`src/rtl/accu_pkg.sv`:
```
// Shared widths and the sum-to-average helper for the accumulator datapath.
// Build option ACCU_AVG_ROUND_EN selects round-half-up averaging instead of truncation.
package accu_pkg;

   localparam int ACCU_SUM_W = 10;
   localparam int ACCU_AVG_W = 8;
   localparam int ACCU_OVF_W = 8;

   typedef logic [ACCU_SUM_W-1:0] accu_sum_t;
   typedef logic [ACCU_AVG_W-1:0] accu_avg_t;

   localparam logic [ACCU_OVF_W-1:0] ACCU_OVF_MAX = '1;

   // A legal sum never exceeds 1020, so either form of the average fits 8 bits.
   function automatic accu_avg_t sum_to_avg(input accu_sum_t sum);
`ifdef ACCU_AVG_ROUND_EN
      logic [ACCU_SUM_W:0] biased;
      biased = {1'b0, sum} + (ACCU_SUM_W+1)'(2);
      return accu_avg_t'(biased >> 2);
`else
      return accu_avg_t'(sum >> 2);
`endif
   endfunction

endpackage

```
`src/rtl/accu_avg_fifo_mem.sv`:
```
// Register-array storage for the average FIFO: one synchronous write port,
// one combinational read port, every entry cleared by the async reset.
module accu_avg_fifo_mem
   import accu_pkg::*;
#(
   parameter int DEPTH = 4,
   parameter int AW    = 2
) (
   input  logic          clk,
   input  logic          rst_n,
   input  logic          we,
   input  logic [AW-1:0] waddr,
   input  accu_avg_t     wdata,
   input  logic [AW-1:0] raddr,
   output accu_avg_t     rdata
);

   accu_avg_t mem [DEPTH];

   always_ff @(posedge clk or negedge rst_n) begin
      if (!rst_n) begin
         for (int i = 0; i < DEPTH; i++) begin
            mem[i] <= '0;
         end
      end else if (we) begin
         mem[waddr] <= wdata;
      end
   end

   assign rdata = mem[raddr];

endmodule

```
`src/rtl/accu_avg_fifo.sv`:
```
// Converts accumulator sums to averages and buffers them in a FWFT FIFO with a
// valid/ready output, counting samples dropped while full. Option: ACCU_AVG_ROUND_EN.
module accu_avg_fifo
   import accu_pkg::*;
#(
   parameter int DEPTH = 4
) (
   input  logic                          clk,
   input  logic                          rst_n,
   input  logic                          valid_in,
   input  logic [ACCU_SUM_W-1:0]         data_in,
   input  logic                          clear,
   output logic                          m_valid,
   input  logic                          m_ready,
   output logic [ACCU_AVG_W-1:0]         m_data,
   output logic [$clog2(DEPTH):0]        level,
   output logic                          full,
   output logic                          ovf_flag,
   output logic [ACCU_OVF_W-1:0]         ovf_cnt
);

   localparam int AW = $clog2(DEPTH);
   localparam logic [AW-1:0] PTR_ONE = AW'(1);
   localparam logic [AW:0]   LVL_ONE = (AW+1)'(1);
   localparam logic [AW:0]   LVL_FULL = (AW+1)'(DEPTH);

   logic [AW-1:0] wr_ptr;
   logic [AW-1:0] rd_ptr;
   logic          push;
   logic          pop;
   logic          drop;
   accu_avg_t     avg;

   assign avg     = sum_to_avg(data_in);
   assign full    = (level == LVL_FULL);
   assign m_valid = (level != '0);

   // A pop frees a slot in the same cycle, so a full FIFO with m_ready never drops.
   assign pop  = m_valid && m_ready && !clear;
   assign push = valid_in && !clear && (!full || pop);
   assign drop = valid_in && full && !pop && !clear;

   accu_avg_fifo_mem #(
      .DEPTH (DEPTH),
      .AW    (AW)
   ) u_mem (
      .clk   (clk),
      .rst_n (rst_n),
      .we    (push),
      .waddr (wr_ptr),
      .wdata (avg),
      .raddr (rd_ptr),
      .rdata (m_data)
   );

   // Level is kept apart from the pointers so full and empty never alias.
   always_ff @(posedge clk or negedge rst_n) begin
      if (!rst_n) begin
         wr_ptr   <= '0;
         rd_ptr   <= '0;
         level    <= '0;
         ovf_flag <= 1'b0;
         ovf_cnt  <= '0;
      end else if (clear) begin
         wr_ptr   <= '0;
         rd_ptr   <= '0;
         level    <= '0;
         ovf_flag <= 1'b0;
         ovf_cnt  <= '0;
      end else begin
         if (push) begin
            wr_ptr <= wr_ptr + PTR_ONE;
         end
         if (pop) begin
            rd_ptr <= rd_ptr + PTR_ONE;
         end
         case ({push, pop})
            2'b10:   level <= level + LVL_ONE;
            2'b01:   level <= level - LVL_ONE;
            default: level <= level;
         endcase
         if (drop) begin
            ovf_flag <= 1'b1;
            if (ovf_cnt != ACCU_OVF_MAX) begin
               ovf_cnt <= ovf_cnt + 8'd1;
            end
         end
      end
   end

endmodule

```
`config.mk`:
```
export PLATFORM = sky130hd
export DESIGN_NAME = accu_avg_fifo
export DESIGN_NICKNAME = d
export VERILOG_FILES = /design/src/rtl/accu_pkg.sv /design/src/rtl/accu_avg_fifo_mem.sv /design/src/rtl/accu_avg_fifo.sv
export SDC_FILE = /design/constraint.sdc
export NUM_CORES = 1
export LEC_CHECK = 0
export BUFFER_PORTS_ARGS = -buffer_cell sky130_fd_sc_hd__buf_2
export CAP_MARGIN = 30
export CORE_UTILIZATION = 56
export DETAILED_ROUTE_END_ITERATION = 10
export GPL_TIMING_DRIVEN = 0
export MAX_ROUTING_LAYER = met4
export PLACE_DENSITY = 0.77
export REMOVE_ABC_BUFFERS = 1
export SETUP_SLACK_MARGIN = 0.3
export SLEW_MARGIN = 0
export SYNTH_ARGS = -nofsm -noshare
export SYNTH_HDL_FRONTEND = slang
export SYNTH_SLANG_ARGS = --single-unit
```
`constraint.sdc`:
```
create_clock -name clk -period 2.4 [get_ports clk]
set_clock_uncertainty 0.15 [all_clocks]
set_input_delay 0.12 -clock clk [delete_from_list [all_inputs] [get_ports clk]]
set_output_delay 0.12 -clock clk [all_outputs]
set_load 0.01 [all_outputs]
```
Word-level counts from Yosys, hierarchy flattened
Cells that the tools add are included.

Flip-flop bits (word level): 48. Input port bits: 15. Logic and storage cells: 59.

Add/subtract/negate cells: 5. Order comparisons: 3. Equal/unequal tests: 4. Multiplexer cells: 17. Bitwise gates (word level): 2. Reductions and logical operators: 19.

Operators with widths (number): two-way mux 8 bit (6); bitwise mux 32 bit (1); binary-select mux 8 bit (select 2 bit) (1); demux 8 bit (select 2 bit) (1); adder 8 x 1 -> 8 bit (second input constant) (1); logical AND 1 bit (8); two-way mux 2 bit (4); inequality test 8 bit (second input constant) (1); nonzero test 2 bit (4); >= comparator 3 bit (second input constant) (2); NOT 2 -> 3 bit (2); case mux 3 bit (2 select lines) (1); nonzero test 3 bit (2); adder 2 x 1 -> 2 bit (second input constant) (2); adder 3 x 1 -> 3 bit (second input constant) (1); equality test 3 bit (second input constant) (1); logical NOT 1 bit (3); less-than comparator 3 x 1 -> 1 bit (second input constant) (1); two-way mux 3 bit (1); subtractor 3 x 1 -> 3 bit (second input constant) (1); equality test 2 x 1 -> 1 bit (second input constant) (1); equality test 2 bit (second input constant) (1); two-way mux 1 bit (2); AND reduction 2 bit (1); logical OR 1 bit (1).

Depth between registers and ports, before layout
Word-level depth: 8. Mapped depth: 8. Gate-level depth less buffers: 8.

Cells and area by module
Synthesis repeated with hierarchy kept, for this count alone.

Cell total of the unflattened synthesis: 176. Area total of the unflattened synthesis: 2327.2 sq um.

Modules (own cells, without submodules): accu_avg_fifo_mem (instances 1, cells an instance 78, area an instance 1401.3 sq um); accu_avg_fifo (instances 1, cells an instance 98, area an instance 925.9 sq um).

Worst setup path after synthesis
No wires, ideal clock.

Kind: reg2reg. From: register level[1]. To: register level[2]. Library setup time: 0.136 ns. Arrival: 2.068 ns. Setup slack: 0.045 ns. Cell stages (with the launch flop): 8. Path buffers: 0. Path through: dfrtp_1 > or3_1 > nand2_1 > nor3_1 > fa_1 > o221a_2 > a31oi_1 > a21oi_1.

Cells in the longest elaborated chain, start to end: 8. Elaborated cells on any way between the ends: 14. Classes of those cells: add/sub (2); eq/ne (3); mux (2); reduce/logical (7).

Ends and longest elaborated chain: start: declaration (RTL line accu_avg_fifo.sv:16) `output logic [$clog2(DEPTH):0] level,`; start signal: assignment (RTL line accu_avg_fifo.sv:78) `2'b10: level <= level + LVL_ONE;`; start signal: assignment (RTL line accu_avg_fifo.sv:79) `2'b01: level <= level - LVL_ONE;`; start signal: assignment (RTL line accu_avg_fifo.sv:80) `default: level <= level;`; nonzero test 3 bit (*) (RTL line accu_avg_fifo.sv:36) `assign m_valid = (level != '0);`; named net m_valid (RTL line accu_avg_fifo.sv:13) `output logic m_valid,`; logical AND 1 bit (*) (2 in series) (RTL line accu_avg_fifo.sv:39) `assign pop = m_valid && m_ready && !clear;`; logical OR 1 bit (RTL line accu_avg_fifo.sv:40) `assign push = valid_in && !clear && (!full || pop);`; logical AND 1 bit (RTL line accu_avg_fifo.sv:40); equality test 2 x 1 -> 1 bit / equality test 2 bit (equally long branches) (RTL line accu_avg_fifo.sv:77) `case ({push, pop})`; case mux 3 bit (2 select lines) (RTL line accu_avg_fifo.sv:77); two-way mux 3 bit (RTL line accu_avg_fifo.sv:64) `end else if (clear) begin`.

Mark *: on every way through the listed nets, which the timed path passes. The rest lies on a longest branch. A chain may end at the register's enable or synchronous reset.

Worst setup path in the final report
From: register level[2]. To: register level[2].

Cells in the longest elaborated chain, start to end: 8. Elaborated cells on any way between the ends: 14. Classes of those cells: add/sub (2); eq/ne (3); mux (2); reduce/logical (7).

Ends and longest elaborated chain (RTL line): nonzero test 3 bit (accu_avg_fifo.sv:36); logical AND 1 bit (2 in series) (accu_avg_fifo.sv:39); logical OR 1 bit (accu_avg_fifo.sv:40); logical AND 1 bit (accu_avg_fifo.sv:40); equality test 2 x 1 -> 1 bit / equality test 2 bit (equally long branches) (accu_avg_fifo.sv:77); case mux 3 bit (2 select lines) (accu_avg_fifo.sv:77); two-way mux 3 bit (accu_avg_fifo.sv:64).

Parallel ways exist; a longest one is shown, timed or not.

==> flow_summary.yaml <==
status:
  run_status: "finished, final reports clean"
timing:
  hold_ws_ns: 0.0774
  setup_viol: 0
  tns_ns: 0
  slew_headroom_pct: 57.8
  min_period_ns: 2.13
  drv_slew: 0
  fin_crit_sh_pct: 88.6
  finalHoldViolCount: 0
  tightest_slew_ns: 0.630
  timing.fmax_ghz: 0.470
  rsz0062_at_grt: "yes"
  setup_slack_ns: 0.273
synth:
  synth_compound_area_share_pct: 6.53
  syn_area_um2: 2380
  synth_seq_cells: 48
  synth_ff_type: "dfrtp_1"
  yosys.area_share.simple_pct: 11.4
  seq_area_frac_synth_pct: 50.5
  synthAdderAreaFrac_pct: 3.47
  synth_top_family_by_area: "multiplexers"
  synth_edf_count: 0
  async_flop_share_pct: 100
  yosysUniqueCellTypes: 40
  syn_area_per_cell_um2: 12.9
  synthMuxAreaShare_pct: 24.1
  ys_warn_count: 0
  synth_xor_area_share_pct: 1.84
  syn_inst: 184
worst_setup_path:
  path_buf_inv: 0
  crit_fanout: 4
  end_kind: "register"
  slowest_delay_ns: 0.41
  slowest_stage: "dfrtp_2"
  worst_r2r_endpoint: "level[2]$_DFFE_PN0P_"
  path_depth: 7
  ff2ff_path_depth: 7
  startpoint: "level[2]$_DFFE_PN0P_"
  required_ns: 2.42
  crit_path_start_kind: "register"
  crit_chain: "or3_4 -> nand2_2 -> nor3_1 -> fa_2 -> o221a_2 -> a31oi_1 -> a21oi_1"
  rr_startpoint: "level[2]$_DFFE_PN0P_"
  worstPathArrival_ns: 2.14
  rrSetupSlack_ns: 0.27
  crit_type: "register to register"
  crit_end: "level[2]$_DFFE_PN0P_"
  path_delay_family: "simple AND/OR/NAND/NOR gates"
floorplanning:
  start_util_pct: 59.0
  die_h_um: 67.2
  num_io_pins: 37
  dieArea_um2: 4510
  die_w_um: 67.2
  rows: 23
  core-area_um2: 4030
placement:
  port-buffer-count: 34
  place_hpwl_um: 3200
  dp_cells: 261
  gp_congestion: 0.712
  placed_cell_area_um2: 2600
  pre_cts_slack_ns: -0.00764
routing:
  wl_met2_um: 2440
  drtIter0Drc: 52
  drcViolationCount: 0
  drt_pass1_iterations: 4
  routed_wl_um: 4700
  dr.max_layer_used: "met4"
  viasPerCell: 5.74
  m1WireLength_um: 2060
  route.met3.wl_um: 152
  ant_nets: 0
  num_vias: 1630
  wl_per_cell_um: 16.6
power:
  switching_share_pct: 26.4
  vdd_drop_max_mv: 0.471
  p_seq_share_pct: 47.5
  p_clk_share_pct: 26.2
  p_leak_nw: 1.29
  intPower_mw: 1.75
  power.density_nw_per_um2: 824
  p_sw_mw: 0.629
  combinationalPowerShare_pct: 26.2
  power_mw: 2.38
grt:
  grtUsageTotal_pct: 24.9
  grt_pass1_vias: 1654
  overflow: 0
  grt_pass1_wl_um: 7810
  antenna_found_initial: 0
  grt_max_degree: 37
clock_network:
  cts_sinks: 48
  cts-root-buf: "clkbuf_8"
  path_clk_slew_ns: 0.09
  htree_levels: 2
  cts_tree: "yes"
  cts_buffers: 5
  clock_latency_ns: 0.30
  ctsLongestPathBuffers: 2
finish:
  area_growth_pct: 21.7
  drive_above_1_share_pct: 46.6
  fin_cells: 284
  final_area_um2: 2890
  fill_cells: 278
  fin_util_pct: 71.8
  n_antenna_cell: 0
  fin_nets: 254
flow_run:
  cap_viol_max_count: 0
hold_path:
  min_path_type: "input pin to register"
-- metal layers --
| layer | global-route usage, % | up-vias |
|---|---|---|
| met5 | - | - |
| met4 | 8.78 | 0 |
| met3 | 5.74 | 4 |
| met2 | 41.5 | 31 |
| met1 | 29.5 | 823 |
| li1 | - | 772 |
-- how the worst min path moves through the flow --
stage / from / endpoint / depth (start not counted)
floorplan: rst_n / level[0]$_DFFE_PN0P_ / 0
global placement: rst_n / u_mem.mem[27]$_DFFE_PN0P_ / 1
detailed placement: rst_n / u_mem.mem[19]$_DFFE_PN0P_ / 1
CTS: clear / rd_ptr[1]$_DFFE_PN0P_ / 2
global route: clear / rd_ptr[1]$_DFFE_PN0P_ / 2
finish: clear / rd_ptr[1]$_DFFE_PN0P_ / 2
-- state kept, by name, summed over array words and instances (netlist names) --
| name | cells |
|---|---|
| ovf_cnt | 8 |
| ovf_flag | 1 |
| wr_ptr | 2 |
| rd_ptr | 2 |
| u_mem.mem | 32 |
| level | 3 |
-- final cells by class --
class | instances | area, um2 | share of cell area [%]
clock inverters | 1 | 30.0 | 1.04
multi-input cells | 123 | 1150 | 39.9
clock buffers | 7 | 96.3 | 3.33
inverters | 5 | 18.8 | 0.649
well taps | 50 | 62.6 | 2.16
repair buffers | 50 | 325 | 11.2
flip-flops and latches | 48 | 1210 | 41.7
-- cell usage after synthesis, types with 3 or more instances --
cell	count	area, um2
mux2_2	33	372
xor2_1	3	26.3
nor3_1	3	15.0
inv_1	5	18.8
a21oi_1	9	45.0
nand2b_1	3	18.8
nand2_1	4	15.0
dfrtp_1	48	1200
o31ai_1	3	22.5
nand3_1	4	20.0
ha_1	5	62.6
or3_1	3	18.8
nand2_2	4	25.0
clkbuf_1	4	15.0
nor2_1	9	33.8
or4_1	3	22.5
mux4_2	8	180
o21ai_0	4	20.0
-- power groups by stage --
stage	clock network [mW]	registers (mW)	logic, mW
final	0.625	1.13	0.625
after global routing	0.677	1.16	0.690
after CTS	0.642	1.13	0.630
after detailed placement	0	1.17	0.562
after global placement	0	1.14	0.531
after floorplan	0	1.12	0.402
-- cells by family (layout without fill, tap and decap cells) --
logic type,after synthesis,after routing
flops,48,48
simple gates,45,45
mux,43,43
compound gates,24,24
buf+inv,13,63
fa+ha+maj,6,6
xor+xnor,5,5
-- cell usage in the layout (no fill, tap or decap), types with 4 or more instances in the layout --
master         netlist  routed
nand2_2              4       5
dfrtp_2              0       4
inv_1                5       5
o21ai_0              4       4
mux4_2               8       8
ha_1                 5       5
buf_4                0       6
nand3_1              4       4
a21oi_1              9       9
buf_2                2      34
nor2_1               9       9
dlygate4sd3_1        0       9
mux2_2              33      33
clkbuf_8             0       7
dfrtp_1             48      44
-- timing repair --
item	CTS	global route
pin swaps	4	1
buffers inserted	6	0
endpoints found under the hold margin	80	0
resized for setup	8	2
hold buffers	9	0
endpoints found under the setup margin	11	37
(Power assumes the default switching activity.)
